`src/rtl/score_pkg.sv`:
```
// Shared types and helpers for the multi-digit score renderer.
package score_pkg;

    typedef enum logic [2:0] {
        ST_IDLE,
        ST_CONVERT,
        ST_DRAW,
        ST_FLUSH,
        ST_DONE
    } state_t;

    // Smallest value that no longer fits in n decimal digits.
    function automatic longint pow10(input int n);
        longint p;
        p = 1;
        for (int i = 0; i < n; i++) begin
            p = p * 10;
        end
        return p;
    endfunction

    function automatic int glyph_base(input int digit, input int pix_per_glyph);
        return digit * pix_per_glyph;
    endfunction

endpackage

```
`src/rtl/score_renderer_bcd_dabble.sv`:
```
// Sequential shift-add-3 binary to BCD converter, one shift per cycle.
// Out-of-range inputs produce all nines after the same number of cycles.
module bcd_dabble
    import score_pkg::*;
#(
    parameter int SCORE_W    = 14,
    parameter int NUM_DIGITS = 4
) (
    input  logic                    clock,
    input  logic                    reset,
    input  logic                    load_i,
    input  logic [SCORE_W-1:0]      bin_i,
    output logic                    busy_o,
    output logic                    valid_o,
    output logic [4*NUM_DIGITS-1:0] bcd_o
);

    localparam int BCD_W = 4 * NUM_DIGITS;
    localparam int CNT_W = $clog2(SCORE_W + 1);

    logic [BCD_W-1:0]   bcd_q, bcd_d;
    logic [SCORE_W-1:0] bin_q, bin_d;
    logic [CNT_W-1:0]   cnt_q, cnt_d;
    logic               busy_q, busy_d;
    logic               sat_q, sat_d;
    logic [BCD_W-1:0]   adj;
    logic               last;

    always_comb begin
        adj = bcd_q;
        for (int i = 0; i < NUM_DIGITS; i++) begin
            if (adj[4*i +: 4] >= 4'd5) begin
                adj[4*i +: 4] = adj[4*i +: 4] + 4'd3;
            end
        end
        last   = busy_q && (cnt_q == CNT_W'(SCORE_W - 1));
        bcd_d  = bcd_q;
        bin_d  = bin_q;
        cnt_d  = cnt_q;
        busy_d = busy_q;
        sat_d  = sat_q;
        if (load_i) begin
            bcd_d  = '0;
            bin_d  = bin_i;
            cnt_d  = '0;
            busy_d = 1'b1;
            sat_d  = (longint'(bin_i) >= pow10(NUM_DIGITS));
        end else if (busy_q) begin
            bcd_d = {adj[BCD_W-2:0], bin_q[SCORE_W-1]};
            bin_d = bin_q << 1;
            cnt_d = cnt_q + CNT_W'(1);
            if (last) begin
                busy_d = 1'b0;
                if (sat_q) begin
                    bcd_d = {NUM_DIGITS{4'h9}};
                end
            end
        end
    end

    always_ff @(posedge clock or negedge reset) begin
        if (!reset) begin
            bcd_q  <= '0;
            bin_q  <= '0;
            cnt_q  <= '0;
            busy_q <= 1'b0;
            sat_q  <= 1'b0;
        end else begin
            bcd_q  <= bcd_d;
            bin_q  <= bin_d;
            cnt_q  <= cnt_d;
            busy_q <= busy_d;
            sat_q  <= sat_d;
        end
    end

    // valid_o marks the final shift cycle; bcd_o holds the result from the next cycle on.
    assign busy_o  = busy_q;
    assign valid_o = last;
    assign bcd_o   = bcd_q;

endmodule

```
`src/rtl/score_renderer.sv`:
```
// Converts a binary score to BCD and scans each digit glyph from an external
// ROM, emitting one pixel write per glyph pixel with leading-zero blanking.
module score_renderer
    import score_pkg::*;
#(
    parameter int                  NUM_DIGITS = 4,
    parameter int                  SCORE_W    = 14,
    parameter int                  GLYPH_W    = 16,
    parameter int                  GLYPH_H    = 32,
    parameter int                  GAP        = 2,
    parameter int                  COLOUR_W   = 3,
    parameter int                  X_W        = 8,
    parameter int                  Y_W        = 7,
    parameter int                  BLANK_LZ   = 1,
    parameter logic [COLOUR_W-1:0] BG_COLOUR  = '0,
    parameter int                  ROM_AW     = 13
) (
    input  logic                clock,
    input  logic                reset,
    input  logic                start,
    input  logic [SCORE_W-1:0]  score,
    input  logic [X_W-1:0]      x0,
    input  logic [Y_W-1:0]      y0,
    output logic [ROM_AW-1:0]   rom_addr,
    input  logic [COLOUR_W-1:0] rom_q,
    output logic [X_W-1:0]      x,
    output logic [Y_W-1:0]      y,
    output logic [COLOUR_W-1:0] colour,
    output logic                plot,
    output logic                busy,
    output logic                done
);

    localparam int C_W           = $clog2(GLYPH_W);
    localparam int R_W           = $clog2(GLYPH_H);
    localparam int D_W           = (NUM_DIGITS > 1) ? $clog2(NUM_DIGITS) : 1;
    localparam int PIX_PER_GLYPH = GLYPH_W * GLYPH_H;

    state_t                  state_q, state_d;
    logic [D_W-1:0]          d_q, d_d;
    logic [R_W-1:0]          r_q, r_d;
    logic [C_W-1:0]          c_q, c_d;
    logic [X_W-1:0]          x0_q, x_q, x_d;
    logic [Y_W-1:0]          y0_q, y_q, y_d;
    logic                    plot_q, blank_q;
    logic                    dab_load, dab_busy, dab_valid;
    logic [4*NUM_DIGITS-1:0] bcd;
    logic [3:0]              cur_dig;
    logic [NUM_DIGITS-1:0]   blank_vec;
    logic                    lead_zero, cur_blank;
    logic [ROM_AW-1:0]       addr;

    bcd_dabble #(
        .SCORE_W   (SCORE_W),
        .NUM_DIGITS(NUM_DIGITS)
    ) u_dabble (
        .clock  (clock),
        .reset  (reset),
        .load_i (dab_load),
        .bin_i  (score),
        .busy_o (dab_busy),
        .valid_o(dab_valid),
        .bcd_o  (bcd)
    );

    always_comb begin
        state_d  = state_q;
        d_d      = d_q;
        r_d      = r_q;
        c_d      = c_q;
        dab_load = 1'b0;
        unique case (state_q)
            ST_IDLE: begin
                if (start) begin
                    dab_load = 1'b1;
                    state_d  = ST_CONVERT;
                end
            end
            ST_CONVERT: begin
                if (dab_busy && dab_valid) begin
                    state_d = ST_DRAW;
                end
            end
            ST_DRAW: begin
                if (c_q == C_W'(GLYPH_W - 1)) begin
                    c_d = '0;
                    if (r_q == R_W'(GLYPH_H - 1)) begin
                        r_d = '0;
                        if (d_q == D_W'(NUM_DIGITS - 1)) begin
                            d_d     = '0;
                            state_d = ST_FLUSH;
                        end else begin
                            d_d = d_q + D_W'(1);
                        end
                    end else begin
                        r_d = r_q + R_W'(1);
                    end
                end else begin
                    c_d = c_q + C_W'(1);
                end
            end
            ST_FLUSH: state_d = ST_DONE;
            ST_DONE:  state_d = ST_IDLE;
            default:  state_d = ST_IDLE;
        endcase
    end

    // A digit is blanked while every digit to its left (and itself) is zero; the LSD never is.
    always_comb begin
        cur_dig   = '0;
        lead_zero = 1'b1;
        blank_vec = '0;
        for (int i = 0; i < NUM_DIGITS; i++) begin
            lead_zero    = lead_zero && (bcd[4*(NUM_DIGITS-1-i) +: 4] == 4'd0);
            blank_vec[i] = (BLANK_LZ != 0) && lead_zero && (i < NUM_DIGITS - 1);
            if (d_q == D_W'(i)) begin
                cur_dig = bcd[4*(NUM_DIGITS-1-i) +: 4];
            end
        end
        cur_blank = blank_vec[d_q];
        addr = ROM_AW'(glyph_base(int'(cur_dig), PIX_PER_GLYPH))
             + ROM_AW'(int'(r_q) * GLYPH_W) + ROM_AW'(c_q);
        x_d  = x0_q + X_W'(int'(d_q) * (GLYPH_W + GAP)) + X_W'(c_q);
        y_d  = y0_q + Y_W'(r_q);
    end

    always_ff @(posedge clock or negedge reset) begin
        if (!reset) begin
            state_q <= ST_IDLE;
            d_q     <= '0;
            r_q     <= '0;
            c_q     <= '0;
            x0_q    <= '0;
            y0_q    <= '0;
            x_q     <= '0;
            y_q     <= '0;
            plot_q  <= 1'b0;
            blank_q <= 1'b0;
        end else begin
            state_q <= state_d;
            d_q     <= d_d;
            r_q     <= r_d;
            c_q     <= c_d;
            if (state_q == ST_IDLE && start) begin
                x0_q <= x0;
                y0_q <= y0;
            end
            // Pixel stage lines up with the one-cycle ROM read.
            plot_q <= (state_q == ST_DRAW);
            if (state_q == ST_DRAW) begin
                x_q     <= x_d;
                y_q     <= y_d;
                blank_q <= cur_blank;
            end
        end
    end

    assign rom_addr = (state_q == ST_DRAW) ? addr : '0;
    assign x        = x_q;
    assign y        = y_q;
    assign plot     = plot_q;
    assign colour   = plot_q ? (blank_q ? BG_COLOUR : rom_q) : '0;
    assign busy     = (state_q == ST_CONVERT) || (state_q == ST_DRAW) || (state_q == ST_FLUSH);
    assign done     = (state_q == ST_DONE);

endmodule

```
`config.mk`:
```
export PLATFORM = sky130hd
export DESIGN_NAME = score_renderer
export DESIGN_NICKNAME = d
export VERILOG_FILES = /design/src/rtl/score_pkg.sv /design/src/rtl/score_renderer_bcd_dabble.sv /design/src/rtl/score_renderer.sv
export SDC_FILE = /design/constraint.sdc
export NUM_CORES = 1
export LEC_CHECK = 0
export BUFFER_PORTS_ARGS = -buffer_cell sky130_fd_sc_hd__clkbuf_2
export CORE_ASPECT_RATIO = 0.9
export CORE_UTILIZATION = 40
export CTS_BUF_LIST = sky130_fd_sc_hd__clkbuf_8 sky130_fd_sc_hd__clkbuf_16
export DETAILED_ROUTE_END_ITERATION = 12
export HOLD_SLACK_MARGIN = 0.08
export REMOVE_ABC_BUFFERS = 1
export SYNTH_ARGS = -nofsm -noshare
export SYNTH_HDL_FRONTEND = slang
export SYNTH_HIERARCHICAL = 1
export SYNTH_SLANG_ARGS = --single-unit
```
`constraint.sdc`:
```
create_clock -name clock -period 3.2 [get_ports clock]
set_input_delay 0 -clock clock [delete_from_list [all_inputs] [get_ports clock]]
set_output_delay 0 -clock clock [all_outputs]
set_load 0.01 [all_outputs]
```
==> summary.txt <==
Yosys
  • Async SR Flop Fraction: 100%
  • Synth warn: 6
  • EDFF count, synth: 0
  • Mapped Avg Cell Area: 9.85 um^2
  • Count leader, synth: dfrtp_1
  • Mapped Area: 4600 um^2
  • Largest cells by area after synthesis: dfrtp_1 (45%), ha_1 (8.7%), nand2_1 (5.6%)
  • Share of the synthesized area in the top cell type: 44.6%
  • Yosys top cell by area: dfrtp_1
  • Sequential element share of the synthesized area: 44.6%
  • Top_reg_cell synth: dfrtp_1
  • Distinct cells, synth: 52
  • Synth cell count leaders: dfrtp_1 (82), nand2_1 (69), o21ai_0 (44)
  • Yosys reg bits: 82
  • Synthesized netlist cell count: 467

Timing
  • Hold Vio Cnt, Final: 0
  • RSZ-0062 raised after global routing: false
  • Period minus WS final: 2.61 ns
  • Max Clock Freq: 382 MHz
  • Final setup violation count: 0
  • Clock skew: 0.00793 ns
  • Slew margin rel.: 46.3%
  • Final period utilization: 81.7%
  • Slew Limit Fails: 0
  • Slew @ Worst Pin: 0.805 ns

Pwr
  • Clock network fraction of total power: 27.1%
  • Cell Int Power: 3.12 mW
  • Switching Fraction: 34.4%
  • Leakage: 2.77 nW
  • VDD IR max: 0.375 mV
  • Pwr Density: 827 nW/um^2
  • P_sw: 1.64 mW
  • Total power: 4.75 mW
  • Combinational fraction of design power: 35.1%
  • Reg power frac: 37.8%

Min path
  • Hold crit path type: in -> reg
  • Hold path cells: 5
  • Hold Crit Start: start
  • Worst Hold End: state_q[0]

GRT
  • Gr usage total: 18.1%
  • Initial antenna violation count: 0
  • Pin count of the biggest net entering global routing: 64
  • Vias in the first global route: 3646
  • First-pass GRT wire length: 17000 um
  • Global route overflow: 0

CTS
  • Clock Path Buffers: 2
  • Clock sink count: 82
  • Reg clk slew, reported paths: 0.07 ns
  • # H-tree levels: 3
  • CTS buffer count: 9
  • CTS tree: done
  • Root Buffer Master: clkbuf_16
  • Postcts setup bufs: 0
  • Worst skew pair latency: 0.34 ns

Critical path
  • Critical Path Fanout Max: 8
  • CP startpoint kind: flop
  • WS Path Type: reg -> reg
  • FF-to-FF setup slack: 0.59 ns
  • FF-to-FF End: x[7]
  • Crit Reg-Reg Startpoint: d_q[0]
  • WP data required: 3.44 ns
  • R2R depth: 10
  • Worst Setup End Kind: flop
  • Worst Setup SP: d_q[0]
  • CP arrival: 2.85 ns

Detailed routing
  • Wire length per cell: 13.7 um
  • Initial DRT Pass Iterations: 4
  • DR vias: 3576
  • Drt via density: 4.98
  • Final WL: 9840 um
  • DRT iter0 DRCs: 127
  • Residual DRC: 0
  • Number of routed nets with antenna violations: 0

Flow run
  • Max-Cap Viols: 0

Final layout
  • Layout Nets: 632
  • Design Area, Final: 5750 um^2
  • Fill cell count: 1048
  • Antenna cell count: 0
  • Layout cell share with drive strength beyond 1: 20.3%
  • Syn-to-layout area delta: 25.0%

Placement
  • PortBufs: 68
  • Placed inst area: 5070 um^2
  • DP Wirelength: 6920 um
  • GPL Wtd Cong: 0.776

Run status
  • Outcome: finished, final reports clean

Floorplan
  • DIE AREA: 11900 um^2
  • IO Count: 69
  • Cell row count: 36
  • Initial Utilization: 41.9%
  • Die width: 115 um
  • Die height: 104 um
  • Core Area: 11000 um^2
## layer usage
| layer | track usage, % | wire [um] | vias up |
|---|---|---|---|
| met5 | 0 | 0 | - |
| met2 | 29.6 | 4630 | 66 |
| met4 | 6.12 | 153 | 0 |
| met1 | 23.7 | 4690 | 1692 |
| met3 | 4.04 | 359 | 11 |
| li1 | - | - | 1807 |
## critical path: stages, from the launching register on
cell and delay, ns:
dfrtp_1 0.47, inv_1 0.14, fa_1 0.48, inv_1 0.07, ha_1 0.15, inv_1 0.05
fa_1 0.40, nand2b_1 0.18, a211oi_1 0.28, nor4_1 0.09, o31ai_1 0.20
## worst max path at each step
stage / cells past startpoint / end
floorplan: 3 / u_dabble/bcd_o[13]
global placement: 10 / x[7]
detailed placement: 10 / x[7]
CTS: 10 / x[7]
global route: 10 / x[7]
finish: 10 / x[7]
## layout by cell type, fill, tap and decap left out, drive strengths merged, types with 6 or more instances in the layout
master	n
dfrtp	82
clkbuf	77
ha	32
buf	6
xnor2	14
a21oi	23
mux2	16
o21ai	44
a211oi	6
and2	13
nor4	6
a22o	6
nand2b	9
nand3	10
mux2i	15
dlygate4sd3	30
nor2	29
nand2	70
inv	27
## registers in the layout, summed over array words and instances, names as in the netlist, 2 cells and up
register,flops
y,7
u_dabble/bin_q,14
u_dabble/cnt_q,4
x,8
u_dabble/bcd_o,16
d_q,2
c_q,4
y0_q,7
state_q,3
r_q,5
x0_q,8
## area by class of cell
type	instances	area, um^2	area share [%]
tap	152	190	3.31
inverter	26	97.6	1.70
clock buffer	10	239	4.16
timing repair buffer	103	681	11.8
sequential	82	2050	35.7
clock inverter	6	136	2.37
multi-input combinational	339	2350	40.9
## logic make-up (layout without fill, tap and decap cells)
logic type	Yosys count	after routing	share of synthesized area [%]
multiplexers	31	31	7.18
buffers and inverters	46	145	4.41
adder cells (fa/ha/maj)	36	36	10.4
XOR/XNOR	17	17	3.24
AND/OR/NAND/NOR	153	153	16.0
AO/OA/AOI/OAI	102	102	14.1
flip-flops	82	82	44.6
## repair_timing
item | in CTS | in global routing
hold buffers | 30 | 0
resized for setup | 0 | 0
endpoints found under the hold margin | 92 | 0
## power groups by stage
stage          sequential [mW]  clock, mW  combinational (mW)
2_1_floorplan             1.78          0                1.22
3_3_place_gp              1.80          0                1.58
3_5_place_dp              1.81          0                1.64
4_1_cts                   1.80       1.33                1.68
5_1_grt                   1.87       1.37                1.90
6_report                  1.80       1.29                1.67
## metrics by stage
step	hold WS, ns	utilization, %	worst slack [ns]	setup TNS [ns]	cells
after floorplan	-0.296	-	-0.803	-27.65	447
after global placement	0.144	46.2	0.677	0	672
after CTS	0.184	52.3	0.570	0	718
after detailed placement	0.144	46.2	0.593	0	672
final	0.183	52.3	0.585	0	718
after global routing	0.201	52.3	0.358	0	718
No activity file was read; power rests on OpenSTA's default activity.
